$ cat config.mk
export PLATFORM = sky130hd
export DESIGN_NAME = if_fetch_unit
export DESIGN_NICKNAME = d
export VERILOG_FILES = /design/src/rtl/if_fetch_unit.sv
export SDC_FILE = /design/constraint.sdc
export NUM_CORES = 1
export LEC_CHECK = 0
export BUFFER_PORTS_ARGS = -buffer_cell sky130_fd_sc_hd__buf_2
export CORE_UTILIZATION = 55
export CTS_CLUSTER_DIAMETER = 80
export CTS_CLUSTER_SIZE = 30
export DETAILED_ROUTE_END_ITERATION = 8
export PLACE_DENSITY = 0.74
export SYNTH_ARGS = -nofsm -noshare
export SYNTH_HDL_FRONTEND = slang
export SYNTH_SLANG_ARGS = --single-unit
$ cat constraint.sdc
create_clock -name clk -period 7.15 [get_ports clk]
set_clock_uncertainty 0.2 [all_clocks]
set_input_delay 1.0725 -clock clk [delete_from_list [all_inputs] [get_ports clk]]
set_output_delay 1.0725 -clock clk [all_outputs]
set_load 0.02 [all_outputs]
$ cat src/rtl/if_fetch_unit.sv
// ---------------------------------------------------------------------------
// if_fetch_unit
// Instruction-fetch front end. Owns the fetch PC. Issues at most one
// outstanding request to instruction memory. Queues returned instructions in
// a small FIFO whose head feeds the IF/ID register.
//
// Ports
//   clk, rst        rising-edge clock, synchronous active-high reset
//   redirect_valid  one-cycle redirect pulse from EX (branch/jump/jalr)
//   redirect_pc     redirect target, low two bits ignored
//   imem_req        request strobe, one cycle per request
//   imem_addr       word-aligned fetch address, valid with imem_req
//   imem_rvalid     response strobe, exactly one per request, in order
//   imem_rdata      instruction, valid with imem_rvalid
//   if_valid        buffer head holds a valid instruction
//   if_pc           PC of head instruction (0 while empty)
//   if_instr        head instruction (0 while empty)
//   id_ready        ID accepts head; pop when if_valid && id_ready
// ---------------------------------------------------------------------------
module if_fetch_unit #(
   parameter logic [31:0] RESET_PC = 32'h0000_0000,
   parameter int unsigned DEPTH    = 2
) (
   input  logic        clk,
   input  logic        rst,
   input  logic        redirect_valid,
   input  logic [31:0] redirect_pc,
   output logic        imem_req,
   output logic [31:0] imem_addr,
   input  logic        imem_rvalid,
   input  logic [31:0] imem_rdata,
   output logic        if_valid,
   output logic [31:0] if_pc,
   output logic [31:0] if_instr,
   input  logic        id_ready
);

   localparam int unsigned PW = (DEPTH > 1) ? $clog2(DEPTH) : 1;
   localparam int unsigned CW = $clog2(DEPTH + 1);
   localparam logic [31:0] WORD_MASK = ~32'd3;

   typedef enum logic [1:0] {
      IDLE = 2'd0,
      WAIT = 2'd1,
      DROP = 2'd2
   } state_t;

   state_t        state;
   logic [31:0]   fetch_pc;
   logic [31:0]   req_pc;
   logic [PW-1:0] rd_ptr;
   logic [PW-1:0] wr_ptr;
   logic [CW-1:0] count;

   logic [31:0]   buf_pc    [DEPTH];
   logic [31:0]   buf_instr [DEPTH];

   logic          pop;
   logic          push;
   logic          issue_slot;
   logic          may_issue;
   logic [CW-1:0] count_next;
   logic [PW-1:0] rd_ptr_next;
   logic          head_valid_next;
   logic [31:0]   head_pc_next;
   logic [31:0]   head_instr_next;

   // Per-cycle decisions: pop/push, occupancy after this cycle, issue, next head.
   always_comb begin
      pop             = if_valid && id_ready && !redirect_valid;
      push            = (state == WAIT) && imem_rvalid && !redirect_valid;
      count_next      = count + CW'(push) - CW'(pop);
      if (redirect_valid) begin
         count_next = '0;
      end
      // A response returning this cycle frees the single outstanding slot.
      issue_slot      = (state == IDLE) || ((state == WAIT) && imem_rvalid);
      // Reserve a buffer entry at issue so responses never need back-pressure.
      may_issue       = !redirect_valid && issue_slot && (count_next < CW'(DEPTH));
      rd_ptr_next     = pop ? rd_ptr + PW'(1) : rd_ptr;
      head_valid_next = (count_next != '0);
      head_pc_next    = '0;
      head_instr_next = '0;
      if (head_valid_next) begin
         // Buffer empty after the pop: the head is the entry being pushed now.
         if (count == CW'(pop)) begin
            head_pc_next    = req_pc;
            head_instr_next = imem_rdata;
         end else begin
            head_pc_next    = buf_pc[rd_ptr_next];
            head_instr_next = buf_instr[rd_ptr_next];
         end
      end
   end

   // Fetch FSM, PC, FIFO pointers and registered outputs.
   always_ff @(posedge clk) begin
      if (rst) begin
         state     <= IDLE;
         fetch_pc  <= RESET_PC & WORD_MASK;
         req_pc    <= RESET_PC & WORD_MASK;
         rd_ptr    <= '0;
         wr_ptr    <= '0;
         count     <= '0;
         imem_req  <= 1'b0;
         imem_addr <= RESET_PC & WORD_MASK;
         if_valid  <= 1'b0;
         if_pc     <= '0;
         if_instr  <= '0;
      end else begin
         count    <= count_next;
         if_valid <= head_valid_next;
         if_pc    <= head_pc_next;
         if_instr <= head_instr_next;
         imem_req <= may_issue;

         if (redirect_valid) begin
            rd_ptr   <= '0;
            wr_ptr   <= '0;
            fetch_pc <= redirect_pc & WORD_MASK;
         end else begin
            rd_ptr <= rd_ptr_next;
            if (push) begin
               wr_ptr <= wr_ptr + PW'(1);
            end
         end

         // may_issue is never set during a redirect, so fetch_pc is not contended.
         if (may_issue) begin
            imem_addr <= fetch_pc;
            req_pc    <= fetch_pc;
            fetch_pc  <= fetch_pc + 32'd4;
         end

         if (redirect_valid) begin
            // An outstanding response still has to drain; it is then thrown away.
            case (state)
               WAIT:    state <= imem_rvalid ? IDLE : DROP;
               DROP:    state <= imem_rvalid ? IDLE : DROP;
               default: state <= IDLE;
            endcase
         end else begin
            case (state)
               IDLE: begin
                  if (may_issue) begin
                     state <= WAIT;
                  end
               end
               WAIT: begin
                  if (imem_rvalid) begin
                     state <= may_issue ? WAIT : IDLE;
                  end
               end
               DROP: begin
                  if (imem_rvalid) begin
                     state <= IDLE;
                  end
               end
               default: state <= IDLE;
            endcase
         end
      end
   end

   // Fetch buffer storage; contents are qualified by count, so no reset needed.
   always_ff @(posedge clk) begin
      if (!rst && push) begin
         buf_pc[wr_ptr]    <= req_pc;
         buf_instr[wr_ptr] <= imem_rdata;
      end
   end

endmodule
; Word-level counts from Yosys, hierarchy flattened
; Memories as Yosys holds them, arrays and structs flattened.
; Cells that the tools add are included.
[word_totals]
mem_bits_rw = 128
mem_count = 2
regBits = 136
output_inout_bits = 98
elab_cells = 58
in_bits = 69
[op_classes]
n_reduce_logical = 17
mux = 16
addsub = 5
order_cmp = 1
bitwise_logic = 1
n_eq_ne = 6
[mem_list]
columns = name, words, word_bits, rd, rd_clocked_by_memory_dff, wr, line_no
row1 = buf_instr, 2, 32, 1, 0, 1, 56  ; logic [31:0] buf_instr [DEPTH];
row2 = buf_pc, 2, 32, 1, 0, 1, 55  ; logic [31:0] buf_pc [DEPTH];
[op_table]
columns = cell, count
row1 = 32-bit 2-to-1 mux, 4
row2 = 32-bit by 3-bit adder with 32-bit output (second input constant), 1
row3 = 2-bit 2-to-1 mux, 7
row4 = 3-bit inequality test (second input constant), 3
row5 = 1-bit logical AND, 7
row6 = 2-bit one-hot mux with 3 select lines, 1
row7 = 2-bit OR reduction, 3
row8 = 1-bit 2-to-1 mux, 4
row9 = 2-bit nonzero test, 2
row10 = 3-bit AND reduction, 1
row11 = 1-bit adder (second input constant), 2
row12 = 2-bit by 1-bit adder with 2-bit output, 1
row13 = 2-bit by 1-bit == test with 1-bit output, 1
row14 = 2-bit by 1-bit == test with 1-bit output (second input constant), 1
row15 = 2-bit == test (second input constant), 1
row16 = 1-bit zero test, 2
row17 = 2-bit zero test, 1
row18 = 2-bit < comparator (second input constant), 1
row19 = 2-bit by 1-bit subtractor with 2-bit output, 1
row20 = 1-bit logical OR, 1
row21 = 1-bit inverter, 1

; Longest topological paths before layout
[depth]
ltp_word = 12
mapped_depth = 14

; Least setup slack after synthesis
; OpenSTA, ideal clock, no wires.
[synth_path]
kind = input-to-reg
start = in rst
end = mem buf_instr[0][0] (enable)
path_slack_ps = 586
t_required_ps = 6392
n_path_buf = 1
arrival_ps = 5806
stages = 3
cell_sequence = clkbuf_1 or2_2 nor3_1
[synth_between]
elab_chain_len = 4
[synth_lines]
columns = item, line_no
row1 = start: declaration, 25  ; input logic rst,
row2 = 1-bit zero test, 167  ; if (!rst && push) begin
row3 = 1-bit logical AND, 167
row4 = 1-bit 2-to-1 mux, 167
row5 = 1-bit 2-to-1 mux (implied by the code), 169  ; buf_instr[wr_ptr] <= imem_rdata;
row6 = end: declaration, 56
; No other way between the ends.

; Worst setup path after layout
[layout_path]
start = in imem_rvalid
end = reg fetch_pc[20]
[layout_between]
elab_chain_len = 8
[layout_lines]
columns = item, line_no
row1 = start: declaration, 30  ; input logic imem_rvalid,
row2 = 1-bit logical AND (*), "71, 77"
row3 = 1-bit logical AND, 71  ; push = (state == WAIT) && imem_rvalid && !redirect_valid;
row4 = 2-bit by 1-bit adder with 2-bit output, 72  ; count_next = count + CW'(push) - CW'(pop);
row5 = 2-bit by 1-bit subtractor with 2-bit output, 72
row6 = 2-bit 2-to-1 mux, 73  ; if (redirect_valid) begin
row7 = 2-bit < comparator, 79  ; may_issue = !redirect_valid && issue_slot && (count_next < CW'(DEPTH));
row8 = 1-bit logical AND (*), 79
row9 = 32-bit 2-to-1 mux / 2-bit nonzero test (equally long branches), n/a
row10 = end signal: assignment, 100  ; fetch_pc <= RESET_PC & WORD_MASK;
row11 = end signal: assignment, 120  ; fetch_pc <= redirect_pc & WORD_MASK;
row12 = end signal: assignment, 132  ; fetch_pc <= fetch_pc + 32'd4;
row13 = end: declaration, 49  ; logic [31:0] fetch_pc;
; Every way passes the cells marked *; elsewhere a longest branch is shown, timed or not.
; A chain may end at the register's enable or synchronous reset.

==> results by group <==
Status
  • Outcome: finished clean

Synthesis
  • Synth unique cells: 51
  • Yosys top cell area share: 37.8%
  • Mapped cell area: 9850 sq um
  • Cells after synthesis: 806
  • Post-Syn Area per Cell: 12.2 sq um
  • Post-Synth Adder-Cell Area: 0.635%
  • Top cells by area, synth: edfxtp_1 (38%), dfxtp_1 (26%), mux2i_1 (6.3%)
  • Xor/xnor share of the synthesized area: 2.41%
  • Seq cells post-synth: 254
  • Largest family of logic cells by synthesized area: compound AO/OA/AOI/OAI gates
  • Post-synthesis mux area share: 6.30%
  • Post-Synth Simple-Gate Area: 10.2%
  • Sequential fraction of the synthesis area: 64.2%
  • YS warnings: 0
  • Compound-cell area share of the yosys netlist: 12.9%
  • Yosys top cell by area: edfxtp_1

CTS
  • CTS root buffer: clkbuf_16
  • CTS max path bufs: 3
  • CTS tree: done
  • Clock buffer count from CTS: 13
  • Clock Sinks: 254
  • Setup bufs post-CTS: 0
  • Hold bufs inserted after CTS: 0
  • Worst-path clk slew: 0.10 ns
  • Quantity of gates resized following cts: 0
  • Worst skew pair latency: 0.47 ns
  • CTS H-tree lvls: 1

Drt
  • Drt drc: 0
  • WL/cell: 16.4 microns
  • DRT antenna net count: 0
  • Vias/cell: 5.51
  • Drt first-iter violations: 349
  • Final wirelength: 19000 microns
  • Via count: 6402
  • Detailed Routing Iterations Pass 1: 4

Flow run
  • Maxcap violations: 0

Setup path
  • WS Path Type: in -> reg
  • CP Data Required Time: 7.26 ns
  • CP Max Fanout: 34
  • Critical path launch point type: input pin
  • Arr. time, crit path: 3.77 ns
  • Crit. End Element: flip-flop

Cells and area
  • Area growth syn-to-layout: 12.9%
  • Layout cells sized above 1: 23.1%
  • N_diodes: 0
  • Commonest cells after routing, fill and taps aside: buf_2 (160), dfxtp_1 (130), edfxtp_1 (124)
  • Commonest non-fill, non-tap cell in the layout: buf_2
  • Nets@finish: 1006
  • Final instance area: 11100 sq um

STA
  • Worst-Margin Slew: 1.12 ns
  • Hold Vio Cnt, Final: 0
  • Final-report setup violation count: 0
  • Post-route setup slack: 3.50 ns
  • Final period util: 51.1%
  • Sum Neg Setup Slack: 0 ns
  • Slew headroom: 25.3%
  • RSZ-0062 raised after global routing: no
  • FMAX: 274 MHz
  • Fin crit period: 3.65 ns
  • Max Slew Vio Count: 0

Die
  • Placeable Area: 17400 sq um
  • Rows: 48
  • Chip width: 136 microns
  • I/O pins: 167
  • Initial Utilization: 56.6%
  • Die Ht: 136 microns
  • Die area: 18500 sq um

Power and ir drop
  • Worst ir drop on vdd: 0.000189 V
  • Power Total: 0.00253 W
  • P_leak: 4.40 nW
  • Cell Pwr Density: 228 nW/um^2

GRT
  • Global-route wire length before repair: 29500 microns
  • Largest net degree at the start of global routing: 103
  • Global route overflow: 0
  • Initial antenna violation count: 0
  • Total track usage: 20.3%
  • Vias in the first global route: 5768

Place
  • GPL Wtd Cong: 0.810
  • Hpwl dp: 12000 microns
  • Worst slack at placement: 3.05 ns
  • Post-Place Cell Area: 10700 sq um
  • I/O Buffers: 160

Hold path
  • Hold/Removal Path Class: reg -> reg
[where the power goes]
group	internal [W]	switching, W	leakage, nW	total (W)
Clock	0.000352	0.000445	0.189	0.000797
Combinational	0.0000566	0.0000986	2.09	0.000155
Sequential	0.00155	0.0000307	2.12	0.00158
Total	0.00196	0.000574	4.40	0.00253
[worst max-delay path: stages]
cell and delay, ns:
buf_2 0.12, and2_1 0.29, xnor2_1 0.15, nor2_1 0.06, ha_1 0.24, xor2_1 0.31, nand4_4 0.51, a21o_4 0.52
o311ai_0 0.37, a21oi_1 0.11
[logic make-up (layout without fill, tap and decap cells)]
kind of cell | after synthesis | in the layout
AOI/OAI and AO/OA | 168 | 168
xor gates and xnor gates | 25 | 25
adders and majority gates | 5 | 5
buffers and inverters | 68 | 196
DFF | 254 | 254
muxes | 62 | 62
other | 1 | 4
and+or+nand+nor | 223 | 223
[metrics by stage]
step / util, % / instances / hold slack [ns]
2_1_floorplan: - / 809 / 0.232
3_3_place_gp: 61.6 / 1142 / 0.250
3_5_place_dp: 61.6 / 1142 / 0.273
4_1_cts: 63.9 / 1162 / 0.284
5_1_grt: 63.9 / 1162 / 0.292
6_report: 63.9 / 1162 / 0.287
[final timing paths]
| path | cells past startpoint | from | end | slack [ns] |
|---|---|---|---|---|
| max | 10 | imem_rvalid | fetch_pc[20] | 3.50 |
| min | 2 | fetch_pc[14] | req_pc[14] | 0.29 |
| max reg2reg | 11 | state[1] | fetch_pc[20] | 3.55 |
| min reg2reg | 2 | fetch_pc[14] | req_pc[14] | 0.29 |
[metal layers]
| metal | up-vias | wire (microns) | track usage (%) |
|---|---|---|---|
| met5 | - | 0 | 0 |
| met4 | 0 | 275 | 4.68 |
| met3 | 25 | 1020 | 2.54 |
| met2 | 165 | 8640 | 32.3 |
| met1 | 3031 | 9100 | 29.5 |
| li1 | 3181 | - | - |
[flip-flops by register name, summed over array words and instances (netlist names), 2 cells and up]
register / cells
if_pc: 30
state: 2
req_pc: 30
buf_pc: 60
fetch_pc: 30
buf_instr: 64
count: 2
if_instr: 32
[area by class of cell]
type	instances	area, sq um
flip-flops and latches	254	6330
fillers	1398	6290
multi-input cells	487	3240
repair buffers	167	853
clock buffers	15	333
well taps	225	282
clock inverters	5	52.6
inverters	9	33.8
[cell usage after synthesis (all sizes together)]
master and n:
a2111oi 9, a211o 1, a211oi 91, a21boi 2, a21o 1, a21oi 46
a22oi 2, a311oi 1, a31o 1, a31oi 4, and2 4, and3 4
and4 6, buf 30, clkbuf 29, conb 1, dfxtp 130, edfxtp 124
ha 5, inv 9, mux2i 62, nand2 74, nand2b 2, nand3 9
nand3b 3, nand4 11, nor2 96, nor2b 4, nor3 7, o21ai 5
o21bai 3, o311ai 1, o31ai 1, or2 1, or3 2, xnor2 22
xor2 3
Power figures use the tool's default switching activity.
